### src/rtl/fre_meter_bcd_pkg.sv
// fre_pkg: shared widths, limits, converter states and the double-dabble nibble adjust
package fre_pkg;
  localparam int BIN_W = 30;
  localparam int BCD_DIGITS = 9;
  localparam int BCD_W = 36;
  localparam int FRE_MAX = 999_999_999;
  typedef enum logic [1:0] {CV_IDLE, CV_SHIFT, CV_DONE} cv_state_t;
  function automatic logic [BCD_W-1:0] add3(input logic [BCD_W-1:0] b);
    logic [BCD_W-1:0] r;
    for (int i = 0; i < BCD_DIGITS; i++)
      r[4*i +: 4] = b[4*i +: 4] >= 4'd5 ? b[4*i +: 4] + 4'd3 : b[4*i +: 4];
    return r;
  endfunction
endpackage

### src/rtl/fre_meter_bcd_if.sv
// fre_meter_bcd_if: measured signal in, registered BCD frequency word out
interface fre_meter_bcd_if;
  import fre_pkg::*;
  logic sig_in;
  logic [BCD_W-1:0] fre_bcd;
  logic fre_vld;
  logic fre_ovf;
  modport master(input sig_in, output fre_bcd, fre_vld, fre_ovf);
  modport slave(output sig_in, input fre_bcd, fre_vld, fre_ovf);
endinterface

### src/rtl/fre_meter_bcd_bin2bcd_seq.sv
// bin2bcd_seq: sequential double-dabble, one shift per cycle, 30 shifts per conversion
module bin2bcd_seq
  import fre_pkg::*;
(
  input  logic             lcd_pclk,
  input  logic             sys_rst_n,
  input  logic             start,
  input  logic [BIN_W-1:0] bin,
  output logic             busy,
  output logic             done,
  output logic [BCD_W-1:0] bcd
);
  cv_state_t state, state_n;
  logic [BIN_W-1:0] sh;
  logic [4:0] it;
  always_ff @(posedge lcd_pclk or negedge sys_rst_n)
    if (!sys_rst_n) begin
      state <= CV_IDLE;
      sh <= '0;
      bcd <= '0;
      it <= '0;
    end else begin
      state <= state_n;
      if (state == CV_IDLE && start) begin
        sh <= bin;
        bcd <= '0;
        it <= '0;
      end else if (state == CV_SHIFT) begin
        {bcd, sh} <= {add3(bcd), sh} << 1;
        it <= it + 5'd1;
      end
    end
  always_comb begin
    state_n = state;
    state_n = (state == CV_IDLE && start) ? CV_SHIFT :
              (state == CV_SHIFT && it == 5'd29) ? CV_DONE :
              (state == CV_DONE) ? CV_IDLE : state;
  end
  assign busy = state == CV_SHIFT;
  assign done = state == CV_DONE;
endmodule

### src/rtl/fre_meter_bcd.sv
// fre_meter_bcd: counts sig_in rising edges per gate window and reports them as packed BCD
module fre_meter_bcd
  import fre_pkg::*;
#(
  parameter int GATE_CYCLES = 33_000_000,
  parameter int MAX_COUNT = FRE_MAX
) (
  input logic lcd_pclk,
  input logic sys_rst_n,
  fre_meter_bcd_if.master bus
);
  localparam int GW = $clog2(GATE_CYCLES);
  logic s1, s2, hist, rise, close, start, busy, done, ovf_pend, fre_vld, fre_ovf;
  logic [GW-1:0] gcnt;
  logic [BIN_W-1:0] edge_cnt, cnt_inc, snap;
  logic [BCD_W-1:0] bcd, fre_bcd;
  assign rise = s2 & ~hist;
  assign close = gcnt == GW'(GATE_CYCLES - 1);
  // an edge in the closing cycle is folded into the snapshot, never the next window
  assign cnt_inc = edge_cnt + BIN_W'(rise & ~&edge_cnt);
  assign ovf_pend = snap > BIN_W'(MAX_COUNT);
  always_ff @(posedge lcd_pclk or negedge sys_rst_n)
    if (!sys_rst_n) begin
      {s1, s2, hist} <= '0;
      gcnt <= '0;
      edge_cnt <= '0;
      snap <= '0;
      start <= 1'b0;
      fre_bcd <= '0;
      fre_vld <= 1'b0;
      fre_ovf <= 1'b0;
    end else begin
      {hist, s2, s1} <= {s2, s1, bus.sig_in};
      gcnt <= close ? '0 : gcnt + GW'(1);
      edge_cnt <= close ? '0 : cnt_inc;
      if (close) snap <= cnt_inc;
      start <= close & ~busy;
      fre_vld <= done;
      if (done) begin
        fre_bcd <= bcd;
        fre_ovf <= ovf_pend;
      end
    end
  bin2bcd_seq u_cv (
    .lcd_pclk (lcd_pclk),
    .sys_rst_n(sys_rst_n),
    .start    (start),
    .bin      (ovf_pend ? BIN_W'(FRE_MAX) : snap),
    .busy     (busy),
    .done     (done),
    .bcd      (bcd)
  );
  assign bus.fre_bcd = fre_bcd;
  assign bus.fre_vld = fre_vld;
  assign bus.fre_ovf = fre_ovf;
endmodule

### src/flat_wrapper.sv
// flat-port wrapper written by rule: the top's interface ports become plain ports
module fre_meter_bcd_flat import fre_pkg::*;
#(
  parameter int GATE_CYCLES = 33_000_000,
  parameter int MAX_COUNT = FRE_MAX
)
  (lcd_pclk, sys_rst_n, bus_sig_in, bus_fre_bcd, bus_fre_vld, bus_fre_ovf);
  fre_meter_bcd_if bus_i ();
  input logic lcd_pclk;
  input logic sys_rst_n;
  input wire logic [$bits(bus_i.sig_in)-1:0] bus_sig_in;
  output wire logic [$bits(bus_i.fre_bcd)-1:0] bus_fre_bcd;
  output wire logic [$bits(bus_i.fre_vld)-1:0] bus_fre_vld;
  output wire logic [$bits(bus_i.fre_ovf)-1:0] bus_fre_ovf;
  assign bus_i.sig_in = bus_sig_in;
  assign bus_fre_bcd = bus_i.fre_bcd;
  assign bus_fre_vld = bus_i.fre_vld;
  assign bus_fre_ovf = bus_i.fre_ovf;
  fre_meter_bcd #(.GATE_CYCLES(GATE_CYCLES), .MAX_COUNT(MAX_COUNT)) u_core (.lcd_pclk(lcd_pclk), .sys_rst_n(sys_rst_n), .bus(bus_i));
endmodule
### config.mk
export PLATFORM = sky130hd
export DESIGN_NAME = fre_meter_bcd_flat
export DESIGN_NICKNAME = d
export VERILOG_FILES = /design/src/rtl/fre_meter_bcd_pkg.sv /design/src/rtl/fre_meter_bcd_if.sv /design/src/rtl/fre_meter_bcd_bin2bcd_seq.sv /design/src/rtl/fre_meter_bcd.sv /design/src/flat_wrapper.sv
export SDC_FILE = /design/constraint.sdc
export NUM_CORES = 1
export LEC_CHECK = 0
export CAP_MARGIN = 20
export CORE_MARGIN = 3
export CORE_UTILIZATION = 50
export DETAILED_ROUTE_END_ITERATION = 16
export PLACE_DENSITY = 0.71
export SLEW_MARGIN = 40
export SYNTH_ARGS = -nofsm -noshare
export SYNTH_HDL_FRONTEND = slang
export SYNTH_SLANG_ARGS = --single-unit
### constraint.sdc
create_clock -name lcd_pclk -period 3.3 [get_ports lcd_pclk]
set_input_delay 0.495 -clock lcd_pclk [delete_from_list [all_inputs] [get_ports lcd_pclk]]
set_output_delay 0.495 -clock lcd_pclk [all_outputs]
set_load 0.02 [all_outputs]
Word-level counts from Yosys, hierarchy flattened:

Cells that the tools add are included.

* add/subtract/negate cells: 12
* magnitude comparators: 10
* equal/unequal tests: 4
* mux-type cells: 21
* bitwise operators: 5
* reduce and logical (&&, ||, !) cells: 7

Operators by type and width (count)
* 30-bit two-way mux: 4
* 36-bit two-way mux: 2
* 4-bit by 3-bit greater-or-equal comparator with 1-bit output (second input constant): 9
* 4-bit by 2-bit adder with 4-bit output (second input constant): 8
* 4-bit two-way mux: 8
* 30-bit adder: 1
* 30-bit > comparator (second input constant): 1
* 30-bit AND reduction: 1
* 25-bit by 1-bit adder with 25-bit output (second input constant): 1
* 25-bit equality test (second input constant): 1
* 25-bit two-way mux: 1
* 5-bit two-way mux: 2
* 2-bit two-way mux: 3
* 5-bit by 1-bit adder with 5-bit output (second input constant): 1
* 5-bit equality test (second input constant): 1
* 3-bit by 2-bit adder with 3-bit output (second input constant): 1
* 1-bit bitwise AND: 3
* 3-bit two-way mux: 1
* 3-bit nonzero test: 1
* 2-bit by 1-bit equality test with 1-bit output (second input constant): 1
* 2-bit equality test (second input constant): 1
* 1-bit logical AND: 2
* 2-bit zero test: 1
* 1-bit NOT: 2
* 2 further kinds: 2

* bits in registers: 200
* bits of input ports: 3
* output and inout port bits: 38
* logic and storage cells: 73

Logic depth before layout (Yosys ltp):

Gate-level depths: netlist of the first run.

* depth in word-level cells: 5
* depth in mapped cells: 11
* depth with buffers taken out: 10

By module:

A second synthesis of the first run with hierarchy kept.

* cells, all modules: 974
* area, all modules: 9883.2 µm²

Modules (own cells, without submodules)
* fre_meter_bcd: times used 1, cells each 593, area an instance 6077.1 µm², seq. area each 3178.0 µm²
* bin2bcd_seq: times used 1, cells each 381, area an instance 3806.2 µm², seq. area each 1826.8 µm²

Worst setup path after synthesis of the first run:

OpenSTA, ideal clock, no wires.

* path type: register to register
* start: register u_core.edge_cnt[14]
* end: register u_core.snap[28]
* setup time: 0.141 ns
* data arrival time: 2.523 ns
* required time: 3.159 ns
* slack: 0.636 ns
* stages on the path, launching flop included: 12
* path buffers: 1
* clock period less this slack: 2.664 ns
* cells stage by stage: dfrtp_1 > and4_1 > nand4_1 > nor4_1 > a31oi_1 > ha_1 > ha_1 > nand3_1 > or4_4 > buf_2 > o41ai_1 > a31oi_1

* word-level cells in the longest chain between the ends: 4

RTL lines
* from (decl): line fre_meter_bcd.sv:15 `logic [BIN_W-1:0] edge_cnt, cnt_inc, snap;`
* from (signal assigned): line fre_meter_bcd.sv:35 `edge_cnt <= close ? '0 : cnt_inc;`
* 30-bit AND reduction: line fre_meter_bcd.sv:20 `assign cnt_inc = edge_cnt + BIN_W'(rise & ~&edge_cnt);`
* 1-bit zero test: line fre_meter_bcd.sv:20
* 1-bit bitwise AND: line fre_meter_bcd.sv:20
* 30-bit adder *: line fre_meter_bcd.sv:20
* to (signal assigned): line fre_meter_bcd.sv:36 `if (close) snap <= cnt_inc;`
* to (decl): line fre_meter_bcd.sv:15

Every way passes the cells marked *; elsewhere a longest branch is shown, timed or not.
A chain may end at the register's enable or synchronous reset.

Worst setup path after layout of the first run:

* start: register u_core.edge_cnt[22]
* end: register u_core.snap[29]

Same word-level chain as after synthesis.

==> impl_metrics.json, run 1 <==
{
  "syn_avg_cell_area_um2": 10.1,
  "synth_cell_types": 46,
  "status": "finished, final reports clean",
  "vias_per_cell": 5.79,
  "row_count": 49,
  "drc": 0,
  "antenna_left": 0,
  "powerDensity_nw_per_um2": 463,
  "total_power_uw": 4860,
  "ys_async_sr_fraction": 1.00,
  "worst_slew_pin_slew_ns": 0.750,
  "synth_area_um2": 9240,
  "gp_congestion": 0.810,
  "hold_class": "input pin to async pin",
  "postCtsSetupBuffers": 0,
  "overflow": 0,
  "synth_commonest_cells": "dfrtp_1 (200), nand2_1 (110), o21ai_0 (73)",
  "period_share": 0.889,
  "yosysMostFrequentCell": "dfrtp_1",
  "worstSkewPairLatency_ns": 0.43,
  "cts-hold-fix-buffers": 0,
  "ys_ff_latch": 200,
  "dp_slack_ns": 0.393,
  "drtPass1Iterations": 5,
  "setup_viol": 0,
  "synth_area_leaders": "dfrtp_1 (54%), nand2_1 (4.5%), o21ai_0 (4.0%), ha_1 (3.1%), a21oi_1 (2.9%)",
  "busiest_layer": "met2",
  "synthFlopType": "dfrtp_1",
  "grt_pass1_vias": 6642,
  "die_w_um": 142,
  "design.core.area_um2": 18000,
  "setup_ws_ns": 0.365,
  "synth_top_area_frac": 0.542,
  "htree_levels": 4,
  "drv_cap": 0,
  "fmax_ghz": 0.341,
  "synth_cells": 916,
  "max-slew-margin-rel": 0.499,
  "worstPathRequired_ns": 3.65,
  "skew_ns": 0.0146,
  "drive_gt1_frac": 0.0685,
  "start_kind": "flop",
  "max-clock-path-buffers": 2,
  "cp-end-kind": "flop",
  "design.die.area_um2": 20100,
  "initial_core_util": 0.512,
  "fin_nets": 962,
  "vias": 6825,
  "hold_viol": 0,
  "cts_tree": "done",
  "grt_max_degree": 65,
  "grtUsageTotal": 0.194,
  "slew_violations": 0,
  "io_buffers": 40,
  "cts_made_buffers": 17,
  "antenna_found_initial": 0,
  "syn_to_final_growth_pct": 13.7,
  "io_pins": 41,
  "fin_setup_tns_ns": 0,
  "rsz0062_at_grt": "false",
  "period_needed_ns": 2.94,
  "grt_pass1_wl_mm": 32.3,
  "syn_nets": 942,
  "ys_seq_area_frac": 0.542,
  "die_h_um": 142,
  "place_area_um2": 9860,
  "clk_transition_reported_paths_ns": 0.07,
  "cp.arrival_ns": 3.29,
  "critPathMaxFanout": 14,
  "synth_warnings": 0,
  "use_met1": 0.270,
  "path_class": "flop to flop",
  "final_cell_area_um2": 10500,
  "totalWireLength_mm": 18.6,
  "globalRouteMet2Util": 0.316,
  "clock_sinks": 200,
  "drtIter0Drc": 352,
  "holdWs_ns": 0.0272,
  "diodes": 0,
  "cts-root-buf": "clkbuf_16",
  "synth_edf_count": 0,
  "cts_resized": 0,
  "yosysTopAreaCell": "dfrtp_1",
  "hpwl_mm": 12.1,
  "wire_per_inst_um": 15.8,
  "use_met3": 0.0448,
  "leakagePower_uw": 0.00466,
  "peakVddDrop_mv": 0.480
}
-- routing by layer --
| layer | share of wire | wire length, um |
|---|---|---|
| met5 | 0 | 0 |
| met2 | 0.47 | 8790 |
| met1 | 0.48 | 8940 |
| met4 | 0.010 | 186 |
| met3 | 0.037 | 686 |
-- kinds of logic (layout without fill, tap and decap cells) --
group | after synthesis | in the layout | synth area share
xor+xnor | 46 | 46 | 0.0436
mux | 26 | 26 | 0.0294
flops | 200 | 200 | 0.542
buf+inv | 80 | 113 | 0.0336
compound gates | 234 | 234 | 0.158
fa+ha+maj | 23 | 23 | 0.0312
simple gates | 307 | 307 | 0.163
-- report_power, final --
group | total, uW | switching, uW | internal [uW] | leakage [uW]
Clock | 2210 | 895 | 1310 | 0.000303
Combinational | 130 | 88.5 | 41.9 | 0.00159
Sequential | 2530 | 41.4 | 2480 | 0.00276
Total | 4860 | 1020 | 3840 | 0.00466
-- worst paths after layout --
check / endpoint / slack [ns] / depth (start not counted) / startpoint
setup / recovery: u_core.snap[29] / 0.36 / 9 / u_core.edge_cnt[22]
hold / removal: u_core.bus.fre_vld / 0.03 / 1 / sys_rst_n
setup reg to reg: u_core.snap[29] / 0.36 / 9 / u_core.edge_cnt[22]
hold reg to reg: u_core.s2 / 0.36 / 0 / u_core.s1
max in group asynchronous: u_core.edge_cnt[18] / 2.24 / 2 / sys_rst_n
min in group lcd_pclk: u_core.s2 / 0.36 / 0 / u_core.s1
-- registers in the layout, indices dropped and copies added (netlist names), 2 cells and up --
signal	count
u_core.gcnt	25
u_core.u_cv.state	2
u_core.snap	30
u_core.u_cv.bcd	36
u_core.u_cv.sh	30
u_core.u_cv.it	5
u_core.bus.fre_bcd	36
u_core.edge_cnt	30
-- metrics by stage --
step           cells   util
2_1_floorplan    916      -
3_3_place_gp    1146  0.547
3_5_place_dp    1146  0.547
4_1_cts         1178  0.582
5_1_grt         1178  0.583
6_report        1178  0.583
-- area by class of cell --
class	instances	area, um2
Fill cell	1581	7520
Sequential cell	200	5000
Multi-Input combinational cell	636	3950
Timing Repair Buffer	53	527
Clock buffer	21	460
Tap cell	229	287
Clock inverter	11	171
Inverter	28	105
-- worst max-delay path, stage by stage (launching register included) --
cell	delay, ns
dfrtp_1	0.44
and4_1	0.26
nand4_1	0.14
nor3_1	0.07
a31oi_1	0.17
ha_1	0.21
nand4_1	0.27
or4_4	0.59
or4_1	0.53
a31oi_1	0.17
-- cells in the final DEF (no fill, tap or decap), types with 10 or more instances in the layout --
cell type / n
buf_4: 11
o21ai_0: 73
clkdlybuf4s50_1: 39
xor2_1: 16
nand3_1: 28
nor2_1: 71
ha_1: 23
nand2b_1: 11
mux2i_1: 17
nand4_1: 18
a31oi_1: 19
nand2_1: 110
o31ai_1: 20
dfrtp_1: 200
clkbuf_16: 17
o21ai_1: 10
a21oi_1: 54
xnor2_1: 30
a32oi_1: 16
or4_1: 11
inv_1: 28
or3_1: 11
Note: power is estimated with default switching activity, not from simulation.
==> run 2: changes to the inputs <==
- ABC_AREA: unset -> 1
- REMOVE_ABC_BUFFERS: unset -> 1
- SLEW_MARGIN: 40 -> unset
==> impl_metrics.json, run 2 <==
{
  "status": "finished, final reports clean",
  "yosysTopAreaCell": "dfrtp_1",
  "hold_viol": 0,
  "crit_start": "u_core.edge_cnt[12]",
  "synth_cells": 1230,
  "regToRegEndpoint": "u_core.edge_cnt[14]",
  "start_kind": "flop",
  "io_buffers": 40,
  "synth_warnings": 0,
  "critPathMaxFanout": 4,
  "postCtsSetupBuffers": 0,
  "grt_max_degree": 92,
  "drtPass1Iterations": 5,
  "synth_xor_area_frac": 0.0371,
  "cts-root-buf": "clkbuf_16",
  "synth_edf_count": 0,
  "grtUsageTotal": 0.204,
  "wire_per_inst_um": 13.5,
  "totalWireLength_mm": 20.8,
  "power_frac_comb": 0.036,
  "synthFlopType": "dfrtp_1",
  "ys_seq_area_frac": 0.505,
  "synth_cell_types": 35,
  "hpwl_mm": 14.1,
  "mostFrequentLayoutCells": "nand2_1 (326), dfrtp_1 (200), nor2_1 (178)",
  "cts_made_buffers": 17,
  "slew_violations": 0,
  "gp_congestion": 0.915,
  "hold_class": "input pin to async pin",
  "ys_ff_latch": 200,
  "drive_gt1_frac": 0.0557,
  "internal-power_uw": 3610,
  "grt_pass1_vias": 7797,
  "drv_cap": 0,
  "powerDensity_nw_per_um2": 426,
  "synth_area_um2": 9910,
  "synth_fa_ha_area_frac": 0.0290,
  "design.core.area_um2": 19100,
  "fmax_ghz": 0.380,
  "initial_core_util": 0.520,
  "yosysMostFrequentCell": "nand2_1",
  "diodes": 0,
  "leakagePower_uw": 0.00519,
  "skew_ns": 0.00984,
  "clockPowerShare": 0.435,
  "drtIter0Drc": 610,
  "rsz0062_at_grt": "false",
  "rr_worst_depth": 15,
  "period_share": 0.798,
  "rrSetupSlack_ns": 0.67,
  "yosys.area_share.simple": 0.255,
  "max-clock-path-buffers": 2,
  "clk_transition_reported_paths_ns": 0.07,
  "drc": 0,
  "vias": 7985,
  "syn_to_final_growth_pct": 12.5,
  "max-slew-margin-rel": 0.368,
  "multiInputGateArea_um2": 4220,
  "layout_commonest_cell": "nand2_1",
  "cts-hold-fix-buffers": 0,
  "row_count": 50,
  "antenna_found_initial": 0,
  "reg2reg_from": "u_core.edge_cnt[12]",
  "grt_pass1_wl_mm": 36.9,
  "cts_tree": "done",
  "htree_levels": 4,
  "placed_cells": 1502,
  "fin_nets": 1288,
  "period_needed_ns": 2.63,
  "io_pins": 41,
  "overflow": 0,
  "worst_slew_pin_slew_ns": 0.946,
  "syn_avg_cell_area_um2": 8.06,
  "power_switching_uw": 1150,
  "worstPathRequired_ns": 3.66,
  "cts_resized": 0,
  "worstSkewPairLatency_ns": 0.44,
  "nFillCells": 1745,
  "switching_share": 0.241,
  "crit_end": "u_core.edge_cnt[14]",
  "muxShareOfSynthArea": 0,
  "fin_cells": 1535,
  "ys_async_sr_fraction": 1.00,
  "die_h_um": 147,
  "antenna_left": 0,
  "path_class": "flop to flop",
  "setup_viol": 0,
  "vias_per_cell": 5.20,
  "fin_setup_tns_ns": 0,
  "synth_top_area_frac": 0.505,
  "synth_area_leaders": "dfrtp_1 (50%), nand2_1 (12%), nor2_1 (6.7%), o21ai_0 (5.4%), inv_1 (4.4%)",
  "cp.arrival_ns": 3.00,
  "synth_top_family_by_area": "simple AND/OR/NAND/NOR gates",
  "clock_sinks": 200,
  "synth_compound_area_frac": 0.104,
  "cp-end-kind": "flop",
  "top_regs": "u_core.bus.fre_bcd: 36 flops, u_core.u_cv.bcd: 36 flops",
  "peakVddDrop_mv": 0.432,
  "seqCellArea_um2": 5000,
  "die_w_um": 147,
  "synth_commonest_cells": "nand2_1 (326), dfrtp_1 (200), nor2_1 (178)",
  "seqPwrFrac": 0.529,
  "design.die.area_um2": 21600
}
-- run 2: worst min-delay path by stage --
stage and to:
2_1_floorplan u_core.bus.fre_bcd[0], 3_3_place_gp u_core.s2, 3_5_place_dp u_core.s2, 4_1_cts u_core.gcnt[20], 5_1_grt u_core.gcnt[20], 6_report u_core.gcnt[20]
-- run 2: cell type report --
class	count	share of cell area
clock inverters	15	0.0147
repair buffers	54	0.0486
flip-flops and latches	200	0.449
well taps	260	0.0292
multi-input cells	862	0.378
inverters	127	0.0427
clock buffers	17	0.0381
-- run 2: stage by stage --
stage | total power, uW | utilization | setup WS [ns] | instance area (um2) | hold WS (ns)
2_1_floorplan | 2650 | - | 0.765 | 9700 | 0.199
3_3_place_gp | 2740 | 0.553 | 0.870 | 10600 | 0.338
3_5_place_dp | 2740 | 0.553 | 0.809 | 10600 | 0.347
4_1_cts | 4810 | 0.584 | 0.723 | 11100 | 0.139
5_1_grt | 4960 | 0.585 | 0.415 | 11200 | 0.162
6_report | 4760 | 0.585 | 0.668 | 11200 | 0.110
-- run 2: power by group through the flow --
stage | combinational (uW) | sequential [uW] | clock [uW]
2_1_floorplan | 91.7 | 2560 | 0
3_3_place_gp | 174 | 2560 | 0
3_5_place_dp | 173 | 2560 | 0
4_1_cts | 176 | 2520 | 2120
5_1_grt | 202 | 2520 | 2240
6_report | 172 | 2520 | 2070
-- run 2: cell families after synthesis --
family | after synthesis
compound gates | 191
xor+xnor | 42
fa+ha+maj | 23
buf+inv | 168
flops | 200
simple gates | 606
-- run 2: critical path, cell delays in order, from the launching register on --
cell,delay (ns)
dfrtp_1,0.42
nand2_1,0.12
nor2_1,0.06
nand2_1,0.11
nor3_1,0.06
a21oi_1,0.15
ha_1,0.23
ha_1,0.23
inv_1,0.08
nor2_1,0.21
nand2_1,0.17
nor2_1,0.30
nand2_1,0.11
xor2_1,0.18
inv_1,0.06
nor2_1,0.09
-- run 2: metal layers --
| layer | wire length [um] | GRT usage |
|---|---|---|
| met1 | 10100 | 0.285 |
| met2 | 9560 | 0.328 |
| met3 | 816 | 0.0398 |
| met4 | 283 | 0.0569 |
| met5 | 0 | 0 |
